==> src/rtl/rsa_encrypt.sv <==
// RSA encryption engine: c = m^e mod n by left-to-right square-and-multiply,
// with every modular product formed by a bit-serial interleaved shift-add multiplier.
module rsa_encrypt #(
    parameter int unsigned WIDTH = 8
) (
    input  logic                 clk,
    input  logic                 rst,
    input  logic                 start,
    input  logic [WIDTH-1:0]     m,
    input  logic [2*WIDTH-1:0]   e,
    input  logic [2*WIDTH-1:0]   n,
    output logic [2*WIDTH-1:0]   c,
    output logic                 busy,
    output logic                 finish
);

    localparam int unsigned K  = 2 * WIDTH;
    localparam int unsigned CW = $clog2(K);

    typedef enum logic [2:0] {
        S_IDLE,
        S_LOAD,
        S_REDUCE,
        S_SQR,
        S_MUL,
        S_DONE
    } state_e;

    state_e          state_q;
    logic [WIDTH-1:0] m_q;
    logic [K-1:0]    e_q;
    logic [K-1:0]    n_q;
    logic [K-1:0]    acc_q;
    logic [K-1:0]    base_q;
    logic [K-1:0]    r_q;
    logic [CW-1:0]   cnt_q;
    logic [CW-1:0]   j_q;

    logic [K-1:0]    mm_a;
    logic [K-1:0]    mm_b;
    logic [K:0]      n_ext;
    logic [K:0]      r_sh;
    logic [K:0]      r_red;
    logic [K:0]      r_add;
    logic [K-1:0]    mm_res;
    logic            mm_last;

    // Operand selection: REDUCE forms 1*m mod n, SQR acc*acc, MUL base*acc.
    always_comb begin
        mm_a = base_q;
        mm_b = acc_q;
        unique case (state_q)
            S_REDUCE: begin
                mm_a = K'(1);
                mm_b = K'(m_q);
            end
            S_SQR: begin
                mm_a = acc_q;
                mm_b = acc_q;
            end
            default: begin
                mm_a = base_q;
                mm_b = acc_q;
            end
        endcase
    end

    // One interleaved iteration; r < n on entry keeps every intermediate within K+1 bits.
    always_comb begin
        n_ext = {1'b0, n_q};
        r_sh  = {r_q, 1'b0};
        r_red = (r_sh >= n_ext) ? (r_sh - n_ext) : r_sh;
        r_add = mm_b[cnt_q] ? (r_red + {1'b0, mm_a}) : r_red;
        mm_res = (r_add >= n_ext) ? K'(r_add - n_ext) : K'(r_add);
        mm_last = (cnt_q == '0);
    end

    always_ff @(posedge clk) begin
        if (rst) begin
            state_q <= S_IDLE;
            m_q     <= '0;
            e_q     <= '0;
            n_q     <= '0;
            acc_q   <= '0;
            base_q  <= '0;
            r_q     <= '0;
            cnt_q   <= '0;
            j_q     <= '0;
            c       <= '0;
            busy    <= 1'b0;
            finish  <= 1'b0;
        end else begin
            finish <= 1'b0;
            unique case (state_q)
                S_IDLE: begin
                    if (start) begin
                        m_q     <= m;
                        e_q     <= e;
                        n_q     <= n;
                        busy    <= 1'b1;
                        state_q <= S_LOAD;
                    end
                end
                S_LOAD: begin
                    r_q   <= '0;
                    cnt_q <= CW'(K - 1);
                    j_q   <= CW'(K - 1);
                    if (n_q < K'(2)) begin
                        acc_q   <= '0;
                        state_q <= S_DONE;
                    end else begin
                        acc_q   <= K'(1);
                        state_q <= S_REDUCE;
                    end
                end
                S_REDUCE: begin
                    r_q   <= mm_res;
                    cnt_q <= cnt_q - CW'(1);
                    if (mm_last) begin
                        base_q  <= mm_res;
                        r_q     <= '0;
                        cnt_q   <= CW'(K - 1);
                        state_q <= S_SQR;
                    end
                end
                S_SQR, S_MUL: begin
                    r_q   <= mm_res;
                    cnt_q <= cnt_q - CW'(1);
                    if (mm_last) begin
                        acc_q <= mm_res;
                        r_q   <= '0;
                        cnt_q <= CW'(K - 1);
                        // Exponent step is folded into the final product cycle.
                        if (state_q == S_SQR && e_q[j_q]) begin
                            state_q <= S_MUL;
                        end else if (j_q == '0) begin
                            state_q <= S_DONE;
                        end else begin
                            j_q     <= j_q - CW'(1);
                            state_q <= S_SQR;
                        end
                    end
                end
                S_DONE: begin
                    c       <= acc_q;
                    finish  <= 1'b1;
                    busy    <= 1'b0;
                    state_q <= S_IDLE;
                end
                default: begin
                    state_q <= S_IDLE;
                end
            endcase
        end
    end

endmodule

==> config.mk <==
export PLATFORM = sky130hd
export DESIGN_NAME = rsa_encrypt
export DESIGN_NICKNAME = d
export VERILOG_FILES = /design/src/rtl/rsa_encrypt.sv
export SDC_FILE = /design/constraint.sdc
export NUM_CORES = 1
export LEC_CHECK = 0
export ABC_AREA = 0
export CORE_MARGIN = 1
export CORE_UTILIZATION = 60
export DETAILED_ROUTE_END_ITERATION = 8
export PLACE_DENSITY = 0.82
export REMOVE_ABC_BUFFERS = 1
export SYNTH_ARGS = -nofsm -noshare
export SYNTH_HDL_FRONTEND = slang
export SYNTH_SLANG_ARGS = --single-unit
==> constraint.sdc <==
create_clock -name clk -period 18.1 [get_ports clk]
set_input_delay 1.81 -clock clk [delete_from_list [all_inputs] [get_ports clk]]
set_output_delay 1.81 -clock clk [all_outputs]
set_load 0.05 [all_outputs]
Word level (Yosys, flattened, before mapping)
Index checks and enable logic that the tools add are counted.
{"block": "totals", "regBits": 117, "input_bits": 43}
{"block": "op_classes", "n_addsub": 5, "magnitude_cmp": 5, "n_eq_ne": 10, "mux": 30, "n_reduce_logical": 15}
{"op": "$pmux 16 s2", "n": 3}
{"op": "$mux 16", "n": 4}
{"op": "$ge 17x16->1", "n": 2}
{"op": "$mux 17", "n": 2}
{"op": "$mux 3", "n": 6}
{"op": "$add 17x16->17", "n": 1}
{"op": "$sub 17x16->17", "n": 1}
{"op": "$lt 16x2->1 const B", "n": 1}
{"op": "$mux 4", "n": 4}
{"op": "$pmux 4 s2", "n": 2}
{"op": "$sub 16x16->16", "n": 1}
{"op": "$pmux 3 s4", "n": 1}
{"op": "$lt 4x5->1 const B", "n": 2}
{"op": "$ne 2x2->1 const B", "n": 5}
{"op": "$bmux 1 s4", "n": 2}
{"op": "$logic_not 4->1", "n": 2}
{"op": "$reduce_and 2->1", "n": 4}
{"op": "$sub 4x1->4 const B", "n": 2}
{"op": "$eq 3x2->1 const B", "n": 2}
{"op": "$eq 3x3->1 const B", "n": 2}
{"op": "$reduce_bool 2->1", "n": 3}
{"op": "$mux 1", "n": 5}
{"op": "$reduce_and 4->1", "n": 1}
{"op": "$eq 3x1->1 const B", "n": 1}
{"op": "6 further kinds", "n": 6}

Logic depth before layout (Yosys ltp)
{"block": "logic_depth", "ltp_word": 9, "depth_mapped": 30}

Least setup slack after synthesis
No wires, ideal clock.
{"block": "synth_timing", "path_kind": "register -> register", "startpoint": "register n_q[1]", "endpoint": "register acc_q[15]", "setup_ns": 0.117, "arrival_time_ns": 6.149, "t_required_ns": 17.983, "setup_slack_ns": 11.834, "stages_incl_launch_ff": 28, "path_buffers": 1, "path_cell_list": "dfxtp_1 inv_1 ha_1 nor2b_1 o211ai_1 a21oi_2 nor4_2 nor2_2 mux2_2 ha_1 a211oi_1 a211oi_1 or3_1 a21o_1 a21oi_1 xnor2_1 mux2_2 ha_1 a21o_1 a21o_1 a21o_1 a221o_1 nor2_1 nand3_1 mux2i_2 buf_6 mux2_4 a22o_1"}
{"block": "synth_via", "elab_chain_len": 8, "word_cells_on_any_way": 10}
{"element": "start, declared", "line_no": "32", "source": "logic [K-1:0] n_q;"}
{"element": "start signal, assigned", "line_no": "99", "source": "n_q <= n;"}
{"element": "$sub 17x16->17 / $ge 17x16->1 (equally long branches)", "line_no": "72", "source": "r_red = (r_sh >= n_ext) ? (r_sh - n_ext) : r_sh;"}
{"element": "$mux 17", "line_no": "72"}
{"element": "$add 17x16->17", "line_no": "73", "source": "r_add = mm_b[cnt_q] ? (r_red + {1'b0, mm_a}) : r_red;"}
{"element": "$mux 17", "line_no": "73"}
{"element": "$sub 16x16->16 / $ge 17x16->1 (equally long branches)", "line_no": "74", "source": "mm_res = (r_add >= n_ext) ? K'(r_add - n_ext) : K'(r_add);"}
{"element": "$mux 16 (*)", "line_no": "74"}
{"element": "$mux 16 (*)", "line_no": "129", "source": "if (mm_last) begin"}
{"element": "$pmux 16 s2 (*)", "line_no": "94", "source": "unique case (state_q)"}
{"element": "end signal, assigned", "line_no": "130", "source": "acc_q <= mm_res;"}
{"element": "end, declared", "line_no": "33", "source": "logic [K-1:0] acc_q;"}
Mark *: on every way between the ends. The rest lies on a longest branch, timed or not. The select of a mux whose other input is x is not followed.
A chain may end at the register's enable or synchronous reset.

Final worst setup path
{"block": "layout_timing", "startpoint": "register n_q[1]", "endpoint": "register r_q[1]"}
{"block": "layout_via", "elab_chain_len": 8, "word_cells_on_any_way": 10}
{"element": "$sub 17x16->17 / $ge 17x16->1 (equally long branches)", "line_no": "72"}
{"element": "$mux 17", "line_no": "72"}
{"element": "$add 17x16->17", "line_no": "73"}
{"element": "$mux 17", "line_no": "73"}
{"element": "$sub 16x16->16 / $ge 17x16->1 (equally long branches)", "line_no": "74"}
{"element": "$mux 16 (*)", "line_no": "74"}
{"element": "$mux 16 (*)", "line_no": "119, 129"}
{"element": "$pmux 16 s2 (*)", "line_no": "94"}
{"element": "end signal, assigned", "line_no": "117", "source": "r_q <= mm_res;"}
{"element": "end signal, assigned", "line_no": "127", "source": "r_q <= mm_res;"}
{"element": "end, declared", "line_no": "35", "source": "logic [K-1:0] r_q;"}
Mark *: on every way between the ends. The rest lies on a longest branch, timed or not.

==> results.md <==
* Worst slew margin at 0.244
* Num CTS Buffers at 17
* Starting density of the core at 0.618
* Critical path capture point type: register
* Worst path slowest cell: nor2_2
* Clock Latency Late Sink at 420 ps
* Post-CTS Hold Fix Bufs at 0
* Yosys Warn Count at 0
* Post-CTS Setup Bufs at 0
* CP most frequent cell: a21o_1
* Slew Limit Fails at 0
* Total of max-cap violations at 0
* Top_reg_cell synth: dfxtp_1
* Worst-path clk slew at 60 ps
* Die H at 116 µm
* First-pass GRT wire length at 33.2 mm
* Maximum clock rate at 132 MHz
* Core area at 12700 µm²
* Critical Path Source Type: register
* Crit path max-delay family: compound AO/OA/AOI/OAI gates
* Vias in the first global route at 6864
* Die Area at 13500 µm²
* Setup violations, final at 0
* CTS tree: done
* Clk root buf: clkbuf_16
* Post-Route WL at 20.6 mm
* H-Tree Depth at 4
* DR pass1 iterations at 6
* Post-synth EDFFs at 0
* Synth-to-Final Area Change at 15.7%
* Final hold violation count at 0
* Clock Skew at 9.18 ps
* Global placer's final weighted congestion at 0.957
* Status: finished clean
* Site Rows at 41
* Max stage delay on crit path at 770 ps
* Worst min path class: reg -> reg
* Sequential share of the synthesized area at 0.299
* #FFs+latches synth at 117
* Fin crit share at 0.419
* Initial antenna violation count at 0
* Nets at 1124
* Synthesized area at 7830 µm²
* Cells after synthesis at 989
* Grt ovf at 0
* # port buffers at 60
* Largest net degree at the start of global routing at 86
* Most common cell after layout, fill and taps aside: nand2_1
* DRC viols at 0
* Period minus WS final at 7590 ps
* N_diodes at 0
* ANT nets after route at 0
* Arr. time, crit path at 7950 ps
* RSZ-0062 raised after global routing: no
* Vias per cell at 5.99
* Final setup TNS at 0 ps
* CTS Buffer Depth at 2
* Detailed-route via count at 7264
* WP buf/inv at 2
* DP HPWL at 14.8 mm
* Kind of critical path: reg -> reg
* Most frequent cells in the layout: nand2_1, dfxtp_1, a21oi_1, o21ai_0, nor2_1
* Cts repair resizes at 0
* Cell variety after synth at 69
* DR WL/cell at 17.0 µm
* Share of layout cells above drive strength 1 at 0.0952
* Die Wd at 116 µm
* CTS Sinks at 117
* 1st-iter DRT viols at 579
* Syn avg cell area at 7.92 µm²
* CP max FO at 20
* Io pins at 61
* GRT Util Overall at 0.319
* Worst path required time at 18460 ps
* Post-synth ARST share at 0
* Worst slew pin tran at 1130 ps
[worst register-to-register path: cells and delay by family, from the launching register on]
kind	cells	cell delay, ps
buf+inv	2	480
mux	4	1380
simple gates	6	1750
compound gates	11	2480
xor+xnor	1	80
fa+ha+maj	3	970
flops	1	400
[cells in the mapped netlist, types with 3 or more instances]
cell type	number	area [µm²]
xor2_1	15	131
xnor2_1	23	201
nand3_1	11	55.1
buf_4	3	22.5
ha_1	51	638
or3_1	3	18.8
fa_1	3	60.1
nor3_1	22	110
inv_1	39	146
mux2i_1	28	280
o21ai_1	3	15.0
mux4_2	9	203
nand2b_1	6	37.5
o21a_1	11	82.6
and3_1	5	31.3
o21ai_0	65	325
a211o_1	4	35.0
buf_6	3	33.8
buf_2	3	15.0
nor2_1	64	240
a21o_1	21	158
nor4_1	8	50.1
o211ai_1	4	30.0
nor3b_1	4	30.0
nand2_1	202	758
and4_1	3	26.3
mux2_4	3	45.0
dfxtp_1	117	2340
a211oi_2	9	113
a21oi_1	109	546
a22o_1	6	52.6
clkbuf_1	38	143
nor2b_1	6	37.5
nand4_1	6	37.5
mux2_2	24	270
a211oi_1	14	105
[path summary, 6_finish.rpt]
kind,from,end,slack [ps],cells after the start
worst max register to register,n_q[1],r_q[1],10510,27
worst min register to register,e_q[0],e_q[0],450,2
worst min-delay path,e_q[0],e_q[0],450,2
worst max-delay path,n_q[1],r_q[1],10510,27
[stage by stage]
step / area (µm²) / cells / utilization / setup slack [ps] / hold slack, ps
4_1_cts: 9060 / 1212 / 0.715 / 10600 / 453
3_5_place_dp: 8480 / 1180 / 0.669 / 10760 / 446
3_3_place_gp: 8480 / 1180 / 0.669 / 10940 / 440
6_report: 9060 / 1212 / 0.715 / 10510 / 452
2_1_floorplan: 7610 / 941 / - / 10990 / 427
5_1_grt: 9060 / 1212 / 0.715 / 10080 / 468
[registers in the layout (all words and copies together) (netlist names)]
register  count
acc_q        16
base_q       16
busy          1
c            16
cnt_q         4
e_q          16
finish        1
j_q           4
m_q           8
n_q          16
r_q          16
state_q       3
[cell type report]
type                    count  area [µm²]
repair buffers             67         651
clock buffers              19         443
well taps                 172         215
inverters                  39         146
multi-input cells         785        5130
flip-flops and latches    117        2340
fillers                  1065        3610
clock inverters            13         131
[layer usage]
layer | share of wire | vias up | GRT usage | routed length (µm)
met5 | 0 | - | 0 | 0
met2 | 0.47 | 257 | 0.530 | 9780
li1 | - | 3573 | - | -
met4 | 0.039 | 0 | 0.142 | 804
met3 | 0.052 | 63 | 0.0581 | 1070
met1 | 0.44 | 3371 | 0.403 | 8990
[cell families after synthesis]
group / Yosys count / synth area share
buffers and inverters: 87 / 0.0465
AND/OR/NAND/NOR: 353 / 0.197
adder cells (fa/ha/maj): 54 / 0.0892
multiplexers: 66 / 0.107
XOR/XNOR: 38 / 0.0425
AO/OA/AOI/OAI: 274 / 0.219
flip-flops: 117 / 0.299
Power is left out: the tool's default activity adds up to more than one toggle a clock period on the data nets, which glitch-free logic cannot reach.
==> variant, RTL diff (same settings) <==
`WIDTH`: 8 -> 4.
--- a/src/rtl/rsa_encrypt.sv
+++ b/src/rtl/rsa_encrypt.sv
@@ -1,7 +1,7 @@
 // RSA encryption engine: c = m^e mod n by left-to-right square-and-multiply,
 // with every modular product formed by a bit-serial interleaved shift-add multiplier.
 module rsa_encrypt #(
-    parameter int unsigned WIDTH = 8
+    parameter int unsigned WIDTH = 4
 ) (
     input  logic                 clk,
     input  logic                 rst,
Ports: changed (resized c, e, m and n); port bits go from 61 to 33. The function was not compared with the original's and may differ.
==> variant against the unedited design <==
The run now ends with DRC left; wire length decreased by 52%; first-iteration DRC count decreased by 47%; die area decreased by 47%; setup slack improved by 1.4 ns; sequential cell count decreased by 54; clock skew decreased by 0.0018 ns; highest routed layer unchanged; cell area decreased by 49%; non-clock buffer count decreased by 33; area after synthesis decreased by 48%.
Power is left out: the tool's default activity adds up to more than one toggle a clock period on the data nets, which glitch-free logic cannot reach.
==> variant: results (changes against the unedited design) <==
Synth Area in XOR/XNOR 3.01% (-1.2 points); clock input transition at the sequential cells of the worst setup and hold paths 0.08 ns (+0.02 ns); compound-cell area share of the yosys netlist 20.9% (-0.98 points); Final Util 71.9% (+0.46 points); wire length of the first global-routing pass 16500 um (-50%); metal2 WL 4550 um (-53%); DP Area 4420 sq um (-48%); wire per inst 16.6 um (-2.6%); Synth top cells by count nand2_1, dfxtp_1, nor2_1; Post-Synth Adder-Cell Area 10.4% (+1.5 points); HP Class register to register; worst reg2reg path depth 23 (-15%); CP max FO 11 (-45%); CP Capture Point base_q[7]$_SDFFE_PP0P_; vias in the first global route 3554 (-48%); Cells after DPL 583 (-51%); clk_skew 0.00741 ns (-0.00178 ns); Min-Delay Startpoint n_q[4]$_SDFFE_PP0P_; highest routed layer met4; worst hold endpoint n_q[4]$_SDFFE_PP0P_; DR vias/cell 6.16 (+2.8%); DRT met1 WL 4420 um (-51%); total track usage 29.5% (-2.3 points); pin count of the biggest net entering global routing 55 (-36%); number of H-tree levels 3 (-1); Num CTS Buffers 9 (-8); Post-Route WL 9930 um (-52%); initial drt markers 308 (-47%); status complete, but fails checks; failing checks DRC; Crit path arrival time 6.38 ns (-1.57 ns); Slew @ Worst Pin 0.948 ns (-0.182 ns); root buffer cell clkbuf_8; largest cells by area after synthesis dfxtp_1, ha_1, nand2_1; IO buf count 32 (-47%); # nets final 572 (-49%); share of cells above drive strength 1 9.20% (-0.32 points); post-synthesis sequential area ratio 31.0% (+1.0 points); Largest stage delay, worst path 0.57 ns (-0.20 ns); post-synthesis mux area share 11.1% (+0.40 points); Critical-path top delay cell nor3_2; hold_ws 0.456 ns (+0.00360 ns); First-pass DRT Iterations 7 (+1); Worst-Skew Late Latency 0.35 ns (-0.07 ns); library cells used by synthesis 56 (-19%); DR DRC count 2 (+2); routability congestion estimate 0.941 (-1.7%); filler instances 523 (-51%); Final HPWL DP 7570 um (-49%); WL met3 691 um (-35%); Avg Inst Size Synth 8.26 sq um (+4.4%)
==> variant: cell count changes after synthesis, moves of 15 or more <==
cell	delta
ha_1	-22
inv_1	-20
o21ai_0	-54
nor3_1	-18
nand2_1	-124
mux2_2	-17
a21o_1	-16
a21oi_1	-61
dfxtp_1	-54
clkbuf_1	-22
xnor2_1	-15
==> variant: cells by family after synthesis <==
family / after synthesis
AO/OA/AOI/OAI: 131
XOR/XNOR: 14
adder cells (fa/ha/maj): 32
buffers and inverters: 42
flip-flops: 63
multiplexers: 35
AND/OR/NAND/NOR: 176
==> variant: final cells by class <==
cell class	count	share of cell area, %
well taps	77	2.07
clock inverters	6	1.99
flip-flops and latches	63	27.1
repair buffers	34	7.11
clock buffers	10	2.96
multi-input cells	388	57.0
inverters	21	1.70
==> variant: layer usage <==
| metal | vias up | track usage (%) |
|---|---|---|
| met5 | - | 0 |
| met4 | 0 | 11.6 |
| met3 | 27 | 7.28 |
| met2 | 151 | 48.1 |
| met1 | 1721 | 37.9 |
| li1 | 1790 | - |
